--- src/rtl/mem_arb_pkg.sv ---
// Shared encodings for the data-memory port arbiter: FSM states, requester IDs, default widths.
package mem_arb_pkg;

  localparam int ADDR_W_DEF = 8;
  localparam int DATA_W_DEF = 8;
  localparam int CNT_W_DEF  = 8;

  typedef enum logic [1:0] {
    ST_IDLE   = 2'd0,
    ST_ACCESS = 2'd1,
    ST_RESP   = 2'd2
  } state_t;

  localparam logic GNT_CPU = 1'b0;
  localparam logic GNT_LD  = 1'b1;

endpackage

--- src/rtl/sat_counter.sv ---
// Saturating up-counter: increments on en, sticks at all-ones, cleared by async active-low reset.
// Count is registered (visible the cycle after en); no backpressure.
module sat_counter #(
  parameter int WIDTH = 8
) (
  input  logic             clock,
  input  logic             reset,
  input  logic             en,
  output logic [WIDTH-1:0] count
);

  always_ff @(posedge clock or negedge reset) begin
    if (!reset) begin
      count <= '0;
    end else if (en && (count != '1)) begin
      count <= count + 1'b1;
    end
  end

endmodule

--- src/rtl/mem_port_arbiter.sv ---
// Arbitrates the single data-memory port between the CPU and the loader (ARB_RR_EN: round-robin on conflict).
// Latency: request sampled in IDLE at T, ack at T+2; next access starts no sooner than T+3.
// Backpressure: requests are held until ack and only sampled in IDLE; losers simply wait.
module mem_port_arbiter
  import mem_arb_pkg::*;
#(
  parameter int ADDR_W = ADDR_W_DEF,
  parameter int DATA_W = DATA_W_DEF,
  parameter int CNT_W  = CNT_W_DEF
) (
  input  logic              clock,
  input  logic              reset,
  input  logic              cpu_req,
  input  logic              cpu_we,
  input  logic [ADDR_W-1:0] cpu_addr,
  input  logic [DATA_W-1:0] cpu_wdata,
  output logic              cpu_ack,
  output logic [DATA_W-1:0] cpu_rdata,
  input  logic              ld_req,
  input  logic              ld_we,
  input  logic [ADDR_W-1:0] ld_addr,
  input  logic [DATA_W-1:0] ld_wdata,
  output logic              ld_ack,
  output logic [DATA_W-1:0] ld_rdata,
  output logic [ADDR_W-1:0] mem_address,
  output logic [DATA_W-1:0] mem_data,
  output logic              mem_rden,
  output logic              mem_wren,
  input  logic [DATA_W-1:0] mem_q,
  output logic              busy,
  output logic              grant,
  output logic [CNT_W-1:0]  conflict_cnt
);

  state_t            state;
  state_t            state_nxt;
  logic              start;
  logic              winner;
  logic              both_req;
  logic              conflict_en;

  logic              we_q;
  logic [ADDR_W-1:0] addr_q;
  logic [DATA_W-1:0] wdata_q;
  logic              grant_q;
  logic [DATA_W-1:0] cpu_rdata_q;
  logic [DATA_W-1:0] ld_rdata_q;

  assign both_req    = cpu_req & ld_req;
  assign conflict_en = (state == ST_IDLE) & both_req;

`ifdef ARB_RR_EN
  logic last_q;

  // Starts at loader so the very first conflict goes to the CPU.
  always_ff @(posedge clock or negedge reset) begin
    if (!reset) begin
      last_q <= GNT_LD;
    end else if (start) begin
      last_q <= winner;
    end
  end
`endif

  always_comb begin
    state_nxt = state;
    start     = 1'b0;
`ifdef ARB_RR_EN
    winner    = both_req ? ~last_q : (cpu_req ? GNT_CPU : GNT_LD);
`else
    winner    = cpu_req ? GNT_CPU : GNT_LD;
`endif
    case (state)
      ST_IDLE: begin
        if (cpu_req || ld_req) begin
          start     = 1'b1;
          state_nxt = ST_ACCESS;
        end
      end
      ST_ACCESS: state_nxt = ST_RESP;
      ST_RESP:   state_nxt = ST_IDLE;
      default:   state_nxt = ST_IDLE;
    endcase
  end

  always_ff @(posedge clock or negedge reset) begin
    if (!reset) begin
      state <= ST_IDLE;
    end else begin
      state <= state_nxt;
    end
  end

  always_ff @(posedge clock or negedge reset) begin
    if (!reset) begin
      we_q        <= 1'b0;
      addr_q      <= '0;
      wdata_q     <= '0;
      grant_q     <= GNT_CPU;
      cpu_rdata_q <= '0;
      ld_rdata_q  <= '0;
    end else begin
      if (start) begin
        grant_q <= winner;
        we_q    <= (winner == GNT_LD) ? ld_we    : cpu_we;
        addr_q  <= (winner == GNT_LD) ? ld_addr  : cpu_addr;
        wdata_q <= (winner == GNT_LD) ? ld_wdata : cpu_wdata;
      end
      // Keep the read value after the ack so rdata holds between transactions.
      if ((state == ST_RESP) && !we_q) begin
        if (grant_q == GNT_LD) begin
          ld_rdata_q <= mem_q;
        end else begin
          cpu_rdata_q <= mem_q;
        end
      end
    end
  end

  sat_counter #(
    .WIDTH (CNT_W)
  ) u_conflict_cnt (
    .clock (clock),
    .reset (reset),
    .en    (conflict_en),
    .count (conflict_cnt)
  );

  // Strobes decode from state alone so reset kills an in-flight write at once.
  assign mem_rden    = (state == ST_ACCESS) & ~we_q;
  assign mem_wren    = (state == ST_ACCESS) &  we_q;
  assign mem_address = addr_q;
  assign mem_data    = wdata_q;

  assign cpu_ack   = (state == ST_RESP) & (grant_q == GNT_CPU);
  assign ld_ack    = (state == ST_RESP) & (grant_q == GNT_LD);
  assign cpu_rdata = (cpu_ack && !we_q) ? mem_q : cpu_rdata_q;
  assign ld_rdata  = (ld_ack  && !we_q) ? mem_q : ld_rdata_q;

  assign busy  = (state != ST_IDLE);
  assign grant = grant_q;

endmodule

--- config.mk ---
export PLATFORM = sky130hd
export DESIGN_NAME = mem_port_arbiter
export DESIGN_NICKNAME = d
export VERILOG_FILES = /design/src/rtl/mem_arb_pkg.sv /design/src/rtl/sat_counter.sv /design/src/rtl/mem_port_arbiter.sv
export SDC_FILE = /design/constraint.sdc
export NUM_CORES = 1
export LEC_CHECK = 0
export CORE_ASPECT_RATIO = 1.2
export CORE_MARGIN = 5
export CORE_UTILIZATION = 47
export DETAILED_ROUTE_END_ITERATION = 8
export GPL_TIMING_DRIVEN = 0
export PLACE_DENSITY = 0.86
export SLEW_MARGIN = 20
export SYNTH_ARGS = -nofsm -noshare
export SYNTH_HDL_FRONTEND = slang
export SYNTH_SLANG_ARGS = --single-unit
--- constraint.sdc ---
create_clock -name clock -period 2.8 [get_ports clock]
set_input_delay 0.42 -clock clock [delete_from_list [all_inputs] [get_ports clock]]
set_output_delay 0.42 -clock clock [all_outputs]
set_load 0.05 [all_outputs]
### Word level (Yosys, flattened, before mapping)

Index checks and enable logic that the tools add are counted.

* reductions and logical operators: 10
* add/subtract/negate cells: 1
* bitwise operators: 8
* equality and inequality tests: 4
* multiplexer cells: 10

Operators by type and width (number)
* 2-to-1 mux 8 bit: 4
* adder 8 x 1 -> 8 bit, second input constant: 1
* != test 8 bit, second input constant: 1
* AND 1 bit: 6
* logical AND 1 bit: 4
* 2-to-1 mux 1 bit: 4
* one-hot mux 2 bit (2 select lines): 1
* AND reduction 2 bit: 2
* == test 2 x 1 -> 1 bit, second input constant: 1
* == test 2 bit, second input constant: 1
* logical NOT 2 bit: 1
* 2-to-1 mux 2 bit: 1
* != test 2 x 1 -> 1 bit, second input constant: 1
* NOT 1 bit: 2
* nonzero test 2 bit: 1
* logical NOT 1 bit: 1
* logical OR 1 bit: 1

* word-level logic and storage cells: 41
* register bits after elaboration: 44
* input port bits: 46

### Longest topological paths before layout

* depth after elaboration: 4
* gate-level depth with buffers: 5
* depth with buffers taken out: 4

### Hierarchy

From an unflattened synthesis, not the netlist that was laid out.

* cells, all modules: 157
* area, all modules: 2262.2 um^2

Modules (own cells, without submodules)
* mem_port_arbiter: cells each 123, times used 1, sequential area each 900.9 um^2, area an instance 1854.3 um^2
* sat_counter: cells each 34, times used 1, sequential area each 200.2 um^2, area an instance 407.9 um^2

### Least setup slack after synthesis

No wires, ideal clock.

* kind: register to output
* start point: register grant_q, in the netlist grant
* end point: output ld_rdata[0]
* cell stages (with the launch flop): 5
* path buffers: 1
* arrival: 1.743 ns
* setup slack: 0.637 ns
* cells stage by stage: dfrtp_1 -> inv_2 -> nor3_4 -> buf_12 -> mux2_4

* word-level cells in the longest chain between the ends: 3

RTL lines
* from (decl): RTL line mem_port_arbiter.sv:45 `logic grant_q;`
* from (signal assigned): RTL line mem_port_arbiter.sv:104 `grant_q <= winner;`
* AND 1 bit: RTL line mem_port_arbiter.sv:136 `assign ld_ack = (state == ST_RESP) & (grant_q == GNT_LD);`
* logical AND 1 bit: RTL line mem_port_arbiter.sv:138 `assign ld_rdata = (ld_ack && !we_q) ? mem_q : ld_rdata_q;`
* 2-to-1 mux 8 bit: RTL line mem_port_arbiter.sv:138
* to (decl): RTL line mem_port_arbiter.sv:24 `output logic [DATA_W-1:0] ld_rdata,`

Every way passes these cells.

### Worst setup path after layout

* start point: register state[0]
* end point: output cpu_rdata[1]

* word-level cells in the longest chain between the ends: 4

RTL lines
* from (decl): RTL line mem_port_arbiter.sv:35 `state_t state;`
* from (signal assigned): RTL line mem_port_arbiter.sv:90 `state <= state_nxt;`
* == test 2 bit: RTL line mem_port_arbiter.sv:135 `assign cpu_ack = (state == ST_RESP) & (grant_q == GNT_CPU);`
* AND 1 bit: RTL line mem_port_arbiter.sv:135
* logical AND 1 bit: RTL line mem_port_arbiter.sv:137 `assign cpu_rdata = (cpu_ack && !we_q) ? mem_q : cpu_rdata_q;`
* 2-to-1 mux 8 bit: RTL line mem_port_arbiter.sv:137
* to (decl): RTL line mem_port_arbiter.sv:18 `output logic [DATA_W-1:0] cpu_rdata,`

Every way passes these cells.

==> results.yml <==
clocking:
  cts_hold_buf: 0
  clkSlewWorstSetupHoldPaths_ns: 0.08
  clock_latency_ns: 0.29
  htree_num_levels: 2
  post_cts_buffers: 0
  clock-sinks: 44
  post_cts_resized: 16
  cts_tree: "done"
  ctsRootBufferMaster: "clkbuf_8"
  clockBufferDepth: 2
  cts_made_buffers: 5
route:
  vias: 1658
  wl_met2_um: 2885
  postRouteAntennaNets: 0
  top_layer: "met4"
  wire_per_inst_um: 16.70
  wl_met3_um: 305
  wirelength_um: 5377
  drtIter0Drc: 43
  drtPass1Iterations: 4
  met1_length_um: 2052
  drc: 0
  via_per_inst: 5.149
placed_design:
  portBuffers: 91
  place_inst: 314
  place_congestion: 0.7936
  hpwl_um: 4012
  dp_slack_ns: 0.1879
global_routing:
  grt_start_max_net_pins: 31
  grt_usage_pct: 18.06
  grt_pass1_vias: 1810
  overflow: 0
  grt_pass1_wl_um: 8742
  grt_antenna_before_repair: 0
min_path:
  hp-class: "in2async"
job:
  maxCapViolCount: 0
logic_synthesis:
  netlist_area_um2: 2293
  ys.flop_type: "dfrtp_1"
  syn_inst: 164
  yosysSeqAreaShare_pct: 48.01
  ys_types: 31
  synthArstFlopShare_pct: 100.0
  synth_edf_count: 0
  ys_ff_latch: 44
  synth.avg_cell_area_um2: 13.98
  synth_nets: 211
  yosys_warnings: 0
final_layout:
  insertedDiodeCount: 0
  final_nets: 310
  fin_cells: 322
  layout_common_cells: "clkdlybuf4s50_1 (74), mux2_2 (59), dfrtp_1 (44)"
  area_growth_syn_to_layout_pct: 49.59
  mostFrequentLayoutCell: "clkdlybuf4s50_1"
  fin_util_pct: 73.59
  drive_above_1_share_pct: 34.85
floorplanning:
  fp.dieW_um: 73.77
  rows: 27
  die-area_um2: 6383
  ios: 92
  fp.coreArea_um2: 4662
  dieHeight_um: 86.52
  start_util_pct: 49.19
critical_path:
  cp-startpoint: "state[0]$_DFFE_PN0P_"
  cp-start-kind: "flip-flop"
  worstPathArrival_ns: 2.21
  required_ns: 2.38
  r2r-start: "state[1]$_DFFE_PN0P_"
  crit_fanout: 10
  endpoint_kind: "primary output"
  crit_type: "reg2out"
timing:
  max_slew.worst_pin.slew_ns: 0.5385
  finalCriticalPeriod_ns: 2.635
  final.setup.worst_slack_ns: 0.1655
  timing.final.max_slew_violations: 0
  hold_violations: 0
  slew_headroom_pct: 63.99
  finalSetupTns_ns: 0
  fin_skew_ns: 0.007309
  rsz0062_at_grt: "no"
  fmax_mhz: 379.6
  holdWs_ns: 0.03285
  setup_violations: 0
  min_period_over_period_pct: 94.09
power_and_ir_drop:
  powerDensity_nw_per_um2: 1311
  max-vdd-ir-drop_uv: 802.9
  p_leak_uw: 0.001451
outcome:
  run_status: "completed"
-- cell usage after synthesis (all sizes together) (2+ instances only) --
master / count / area (um^2)
buf: 7 / 77.57
mux2: 70 / 825.8
o21ai: 2 / 13.76
inv: 3 / 11.26
a21oi: 4 / 20.02
nand4: 3 / 18.77
dfrtp: 44 / 1101
and2: 2 / 12.51
nor3: 2 / 32.53
nand3: 5 / 25.02
nor2: 4 / 15.01
nor2b: 3 / 18.77
nand2: 4 / 15.01
-- registers in the layout (all words and copies together) (netlist names) --
| signal | flops |
|---|---|
| we_q | 1 |
| grant | 1 |
| ld_rdata_q | 8 |
| u_conflict_cnt.count | 8 |
| cpu_rdata_q | 8 |
| mem_data | 8 |
| mem_address | 8 |
| state | 2 |
-- through the flow --
step / power [uW] / instance area (um^2)
6_report: 4499 / 3431
5_1_grt: 4718 / 3431
4_1_cts: 4552 / 3431
3_5_place_dp: 3960 / 3292
3_3_place_gp: 3901 / 3277
2_1_floorplan: 3078 / 2293
-- layer usage --
layer | global-route usage (%) | up-vias
met5 | 0 | -
met4 | 6.919 | 0
met3 | 4.756 | 8
met2 | 31.29 | 49
met1 | 20.98 | 811
li1 | - | 790
-- final cells by class --
type	count	area, um^2
clock inverters	3	90.09
plain buffers	7	77.57
inverters	3	11.26
repair buffers	92	905.9
multi-input cells	110	1104
fillers	306	1231
clock buffers	5	68.82
flip-flops and latches	44	1101
well taps	58	72.57
-- where the power goes --
part           switching [uW]  total [uW]  internal (uW)
clock network             216         662            446
registers                 215        1150            933
logic                    1640        2690           1040
total                    2080        4500           2420
-- final timing paths --
path	end	slack (ns)	cells after the start
max in group asynchronous	ld_rdata_q[6]$_DFFE_PN0P_	2.29	2
worst min register to register	mem_address[6]$_DFFE_PN0P_	0.49	1
worst max register to register	mem_data[5]$_DFFE_PN0P_	1.17	5
worst min-delay path	mem_data[2]$_DFFE_PN0P_	0.03	1
min in group clock	mem_address[6]$_DFFE_PN0P_	0.49	1
worst max-delay path	cpu_rdata[1]	0.17	5
-- logic make-up after synthesis --
group           Yosys count  share of synthesized area (%)
fa+ha+maj                 1                         0.5455
mux                      71                          36.44
buf+inv                  10                          3.873
compound gates           10                          2.946
flops                    44                          48.01
xor+xnor                  1                         0.3820
simple gates             27                          7.801
-- worst max-delay path, stage by stage, from the launching register on --
cell,delay [ns]
dfrtp_1,0.41
nand2b_4,0.18
nor3_4,0.35
buf_6,0.22
mux2_2,0.33
dlygate4sd2_1,0.43
Power figures use the tool's default switching activity.
